## src/rtl/pmm_host_interface_if.sv

```systemverilog
// Bus bundle between the core's data-memory port / engines and the pattern-matching host front end.
interface pmm_host_interface_if #(
  parameter int unsigned NUM_CH = 4,
  parameter int unsigned DATA_W = 64
);
  logic [31:0]              daddr;
  logic [31:0]              dwdata;
  logic [3:0]               dwe;
  logic [31:0]              drdata;
  logic [NUM_CH*DATA_W-1:0] pmm_data;
  logic [NUM_CH*16-1:0]     pmm_control;
  logic [NUM_CH-1:0]        pmm_start;
  logic [NUM_CH-1:0]        pmm_done;
  logic                     irq;

  modport master (
    output daddr, dwdata, dwe, pmm_done,
    input  drdata, pmm_data, pmm_control, pmm_start, irq
  );

  modport slave (
    input  daddr, dwdata, dwe, pmm_done,
    output drdata, pmm_data, pmm_control, pmm_start, irq
  );
endinterface

```

## src/rtl/pmm_host_interface.sv

```systemverilog
// Memory-mapped front end: stages a pattern, commits it to one of NUM_CH engines,
// tracks busy/done per channel, and raises a maskable interrupt.
module pmm_host_interface #(
  parameter int unsigned NUM_CH = 4,
  parameter int unsigned DATA_W = 64
) (
  input  logic                  clk,
  input  logic                  rst_n,
  pmm_host_interface_if.slave   bus
);
  localparam int unsigned DW = DATA_W / 32;
  localparam int unsigned AW = 6;
  localparam logic [AW-1:0] A_CMD    = AW'(DW);
  localparam logic [AW-1:0] A_STATUS = AW'(DW + 1);
  localparam logic [AW-1:0] A_DONE   = AW'(DW + 2);
  localparam logic [AW-1:0] A_IRQEN  = AW'(DW + 3);

  logic [DATA_W-1:0]        stage_q;
  logic [NUM_CH*DATA_W-1:0] data_q;
  logic [NUM_CH*16-1:0]     ctrl_q;
  logic [NUM_CH-1:0]        start_q;
  logic [NUM_CH-1:0]        busy_q;
  logic [NUM_CH-1:0]        done_q;
  logic [NUM_CH-1:0]        irq_en_q;
  logic                     cmd_err_q;
  logic                     irq_q;
  logic [31:0]              rdata_q;

  logic [AW-1:0]     widx_c;
  logic              wr_c;
  logic [31:0]       bmask_c;
  logic              cmd_wr_c;
  logic [15:0]       cmd_ch_c;
  logic              launch_mode_c;
  logic [NUM_CH-1:0] accept_c;
  logic [NUM_CH-1:0] launch_c;
  logic [NUM_CH-1:0] done_set_c;
  logic [NUM_CH-1:0] done_clr_c;
  logic              err_clr_c;
  logic [31:0]       rd_c;
  logic              unused_addr_c;

  assign widx_c        = bus.daddr[7:2];
  assign unused_addr_c = ^{bus.daddr[31:8], bus.daddr[1:0]};
  assign wr_c          = |bus.dwe;
  assign bmask_c       = {{8{bus.dwe[3]}}, {8{bus.dwe[2]}}, {8{bus.dwe[1]}}, {8{bus.dwe[0]}}};
  assign cmd_wr_c      = (bus.dwe == 4'hF) && (widx_c == A_CMD);
  assign cmd_ch_c      = bus.dwdata[15:0];
  assign launch_mode_c = |bus.dwdata[31:30];
  assign launch_c      = accept_c & {NUM_CH{launch_mode_c}};
  assign done_set_c    = bus.pmm_done & busy_q;
  assign done_clr_c    = (wr_c && (widx_c == A_DONE)) ? NUM_CH'(bus.dwdata & bmask_c) : '0;
  assign err_clr_c     = wr_c && (widx_c == A_STATUS) && bus.dwe[3] && bus.dwdata[31];

  // A commit lands only on an in-range channel that was idle before this edge
  always_comb begin
    accept_c = '0;
    for (int unsigned c = 0; c < NUM_CH; c++) begin
      accept_c[c] = cmd_wr_c && (cmd_ch_c == 16'(c)) && !busy_q[c];
    end
  end

  // Read mux over pre-write state
  always_comb begin
    rd_c = '0;
    for (int unsigned i = 0; i < DW; i++) begin
      if (widx_c == AW'(i)) rd_c = stage_q[32*i +: 32];
    end
    if (widx_c == A_STATUS) rd_c = {cmd_err_q, 31'(busy_q)};
    if (widx_c == A_DONE)   rd_c = 32'(done_q);
    if (widx_c == A_IRQEN)  rd_c = 32'(irq_en_q);
  end

  always_ff @(posedge clk or negedge rst_n) begin
    if (!rst_n) begin
      stage_q   <= '0;
      data_q    <= '0;
      ctrl_q    <= '0;
      start_q   <= '0;
      busy_q    <= '0;
      done_q    <= '0;
      irq_en_q  <= '0;
      cmd_err_q <= 1'b0;
      irq_q     <= 1'b0;
      rdata_q   <= '0;
    end else begin
      for (int unsigned i = 0; i < DW; i++) begin
        if (wr_c && (widx_c == AW'(i))) begin
          stage_q[32*i +: 32] <= (stage_q[32*i +: 32] & ~bmask_c) | (bus.dwdata & bmask_c);
        end
      end
      for (int unsigned c = 0; c < NUM_CH; c++) begin
        if (accept_c[c]) begin
          data_q[c*DATA_W +: DATA_W] <= stage_q;
          ctrl_q[c*16 +: 16]         <= bus.dwdata[31:16];
        end
      end
      start_q <= launch_c;
      busy_q  <= (busy_q & ~done_set_c) | launch_c;
      // Hardware completion beats a same-cycle software clear
      done_q  <= done_set_c | (done_q & ~done_clr_c & ~launch_c);
      if (cmd_wr_c && (accept_c == '0)) cmd_err_q <= 1'b1;
      else if (err_clr_c)               cmd_err_q <= 1'b0;
      if (wr_c && (widx_c == A_IRQEN)) begin
        irq_en_q <= (irq_en_q & ~NUM_CH'(bmask_c)) | NUM_CH'(bus.dwdata & bmask_c);
      end
      irq_q   <= |(done_q & irq_en_q);
      rdata_q <= rd_c;
    end
  end

  assign bus.drdata      = rdata_q;
  assign bus.pmm_data    = data_q;
  assign bus.pmm_control = ctrl_q;
  assign bus.pmm_start   = start_q;
  assign bus.irq         = irq_q;
endmodule

```

## src/flat_wrapper.sv

```systemverilog
// flat-port wrapper written by rule: the top's interface ports become plain ports
module pmm_host_interface_flat 
#(
  parameter int unsigned NUM_CH = 4,
  parameter int unsigned DATA_W = 64
)
  (clk, rst_n, bus_daddr, bus_dwdata, bus_dwe, bus_pmm_done, bus_drdata, bus_pmm_data, bus_pmm_control, bus_pmm_start, bus_irq);
  pmm_host_interface_if #(.NUM_CH(NUM_CH), .DATA_W(DATA_W)) bus_i ();
  input  logic clk;
  input  logic rst_n;
  input wire logic [$bits(bus_i.daddr)-1:0] bus_daddr;
  input wire logic [$bits(bus_i.dwdata)-1:0] bus_dwdata;
  input wire logic [$bits(bus_i.dwe)-1:0] bus_dwe;
  input wire logic [$bits(bus_i.pmm_done)-1:0] bus_pmm_done;
  output wire logic [$bits(bus_i.drdata)-1:0] bus_drdata;
  output wire logic [$bits(bus_i.pmm_data)-1:0] bus_pmm_data;
  output wire logic [$bits(bus_i.pmm_control)-1:0] bus_pmm_control;
  output wire logic [$bits(bus_i.pmm_start)-1:0] bus_pmm_start;
  output wire logic [$bits(bus_i.irq)-1:0] bus_irq;
  assign bus_i.daddr = bus_daddr;
  assign bus_i.dwdata = bus_dwdata;
  assign bus_i.dwe = bus_dwe;
  assign bus_i.pmm_done = bus_pmm_done;
  assign bus_drdata = bus_i.drdata;
  assign bus_pmm_data = bus_i.pmm_data;
  assign bus_pmm_control = bus_i.pmm_control;
  assign bus_pmm_start = bus_i.pmm_start;
  assign bus_irq = bus_i.irq;
  pmm_host_interface #(.NUM_CH(NUM_CH), .DATA_W(DATA_W)) u_core (.clk(clk), .rst_n(rst_n), .bus(bus_i));
endmodule
```

## config.mk

```make
export PLATFORM = sky130hd
export DESIGN_NAME = pmm_host_interface_flat
export DESIGN_NICKNAME = d
export VERILOG_FILES = /design/src/rtl/pmm_host_interface_if.sv /design/src/rtl/pmm_host_interface.sv /design/src/flat_wrapper.sv
export SDC_FILE = /design/constraint.sdc
export NUM_CORES = 1
export LEC_CHECK = 0
export CAP_MARGIN = 10
export CELL_PAD_IN_SITES_DETAIL_PLACEMENT = 0
export CELL_PAD_IN_SITES_GLOBAL_PLACEMENT = 1
export CORE_ASPECT_RATIO = 0.6
export CORE_UTILIZATION = 42
export CTS_BUF_LIST = sky130_fd_sc_hd__clkbuf_8
export CTS_CLUSTER_DIAMETER = 30
export DETAILED_ROUTE_END_ITERATION = 16
export PLACE_DENSITY = 0.95
export SLEW_MARGIN = 10
export SYNTH_ARGS = -nofsm -noshare
export SYNTH_HDL_FRONTEND = slang
export SYNTH_SLANG_ARGS = --single-unit
```

## constraint.sdc

```tcl
create_clock -name clk -period 2.68 [get_ports clk]
set_input_delay 0.536 -clock clk [delete_from_list [all_inputs] [get_ports clk]]
set_output_delay 0.536 -clock clk [all_outputs]
set_load 0.01 [all_outputs]
```

==> impl_metrics.tcl <==
set metrics [dict create \
    ys_top_cells_by_area "dfrtp_1 65%, mux2_2 20%, mux2_4 7.1%" \
    arrival_ns 3.16 \
    vias_per_cell 5.13 \
    drc 0 \
    grt_max_degree 74 \
    path_cells "clkdlybuf4s50_1, nor4_1, buf_4, or4b_4, or4_4, buf_12, mux2_4" \
    ys_ff_latch 434 \
    grt_setup_unrepaired "yes" \
    first_pass_iters 5 \
    die_height_um 157 \
    crit_path_start "bus_dwdata[9]" \
    holdWs_ns 0.481 \
    clk_path_buf_depth 3 \
    endpoint_kind "flip-flop" \
    crit_family "simple AND/OR/NAND/NOR gates" \
    grt_pass1_wl_mm 70.9 \
    synth_top_area_share_pct 64.9 \
    pre_cts_ws_ns -0.682 \
    post_cts_buffers 0 \
    syn_nets 1073 \
    worst-path-buf-inv 3 \
    fin_skew_ns 0.0389 \
    muxShareOfSynthArea_pct 28.5 \
    maxCapViolCount 0 \
    yosysSeqAreaShare_pct 64.9 \
    ys_top_cells_by_count "434 x dfrtp_1, 299 x mux2_2, 79 x mux2_4, 30 x a22o_1, 26 x buf_2" \
    crit_type "in -> reg" \
    finalWorstSetupSlack_ns 0.00819 \
    finalSetupViolCount 0 \
    r2r-end "u_core.bus.pmm_data[140]" \
    grt_usage_pct 23.3 \
    rr_worst_depth 4 \
    clock_sink_count 434 \
    timing.final.crit_share_pct 99.7 \
    synthFlopType "dfrtp_1" \
    run_status "completed" \
    yosys_warnings 0 \
    cts_buffers 73 \
    min_path_type "in -> async" \
    syn-instance-count 999 \
    drv_slew 0 \
    ant_nets 0 \
    p_leak_nw 11.6 \
    wirelength_mm 47.2 \
    relSlewSlack_pct 63.3 \
    yosysTopAreaCell "dfrtp_1" \
    antenna_found_initial 5 \
    drtIter0Drc 782 \
    avgSynthCellArea_um2 16.7 \
    synth_most_common_cell "dfrtp_1" \
    power_density_nw_per_um2 598 \
    rrSetupSlack_ns 0.49 \
    synth_xor_area_share_pct 0 \
    synth_fa_ha_area_share_pct 0 \
    cp.depth 7 \
    fin_nets 1598 \
    die_w_um 260 \
    tritoncts "yes" \
    hpwl_mm 33.6 \
    pin_count 431 \
    critPathMaxStageDelay_ns 0.55 \
    wl_per_cell_um 22.4 \
    r2r-start "u_core.busy_q[2]" \
    cts.clk_slew.worst_paths_ns 0.06 \
    worstSkewPairLatency_ns 0.62 \
    yosys.area_share.simple_pct 2.24 \
    gp_congestion 0.855 \
    cts-root-buf "clkbuf_8" \
    placed_area_um2 22200 \
    drive_gt1_share_pct 38.3 \
    core_um2 39200 \
    fin_tns_setup_ns 0 \
    synth_compound_area_share_pct 2.54 \
    worstPathRequired_ns 3.17 \
    cp_slowest_cell "or4_4" \
    final_area_um2 24000 \
    ir_drop_mv 0.450 \
    num_vias 10820 \
    synth_top_family_by_area "multiplexers" \
    crit_fanout 47 \
    synthArstFlopShare_pct 100 \
    endpoint "u_core.bus.pmm_data[140]" \
    die-area_um2 40600 \
    finalCriticalPeriod_ns 2.67 \
    syn_area_um2 16700 \
    crit_path_start_kind "input pin" \
    fmax_ghz 0.374 \
    gr-total-overflow 0 \
    grt_pass1_vias 11385 \
    cts-htree-levels 3 \
    area_delta_synth_final_pct 43.3 \
    row_count 56 \
    initial_utilization_pct 42.7 \
    synthDistinctLibCells 41 \
    synth-edff-count 0 \
    worst_slew_pin_slew_ns 0.551 \
    portBuffers 404 \
    finalHoldViolations 0 \
]
==> per-stage QoR <==
step | instances | power, mW | util, %
4_1_cts | 2106 | 14.5 | 61.2
5_1_grt | 2110 | 14.8 | 61.2
2_1_floorplan | 999 | 7.14 | -
3_3_place_gp | 1970 | 7.61 | 56.7
3_5_place_dp | 1970 | 7.64 | 56.7
6_report | 2110 | 14.3 | 61.2
==> logic make-up after synthesis <==
family	after synthesis
simple gates	62
buf+inv	54
mux	397
compound gates	52
flops	434
==> how the worst min path moves through the flow <==
stage	end	slack (ns)	depth (start not counted)
after floorplan	asynchronous set/reset pin	0.24	0
after global placement	u_core.bus.pmm_data[93]	0.47	1
after detailed placement	u_core.bus.pmm_data[95]	0.48	1
after CTS	u_core.bus.pmm_data[176]	0.44	2
after global routing	u_core.bus.pmm_data[176]	0.47	2
final	u_core.bus.pmm_data[176]	0.48	2
==> metal layers <==
metal	vias to the layer above	track usage, %	wire, um
met5	-	0	13
met3	79	6.92	3110
met1	5693	31.8	21100
met4	2	9.33	1220
met2	363	34.8	21800
li1	4683	-	-
==> what timing repair did <==
item,4_1_cts,5_1_grt
hold buffers,1,0
pin swaps,0,0
endpoints found under the setup margin,84,7
resized for setup,1,0
endpoints found under the hold margin,43,0
==> layout make-up <==
class | count | area (um^2)
well taps | 522 | 653
clock inverters | 42 | 453
repair buffers | 500 | 5080
diodes | 4 | 10.0
inverters | 4 | 15.0
multi-input cells | 511 | 5610
flip-flops and latches | 434 | 10900
fillers | 2887 | 15200
clock buffers | 93 | 1280
==> cell usage in the layout, fill, tap and decap left out, drive strengths merged, types with 10 or more instances in the layout <==
cell type,instances
a22o,30
clkbuf,93
mux2,393
buf,96
inv,21
clkinv,13
clkdlybuf4s50,403
dfrtp,434
nor4,10
nand2,12
==> power by group <==
part	internal [mW]	total (mW)	switching [mW]
sequential	6.70	6.98	0.281
combinational	0.267	0.549	0.282
clock	3.97	6.79	2.82
total	10.9	14.3	3.39
==> worst reg2reg max path: cells and delay by family, from the launching register on <==
| family | cells | cell delay, ns |
|---|---|---|
| AND/OR/NAND/NOR | 2 | 1.00 |
| multiplexers | 1 | 0.41 |
| flip-flops | 1 | 0.41 |
| buffers and inverters | 1 | 0.25 |
Power figures use the tool's default switching activity.
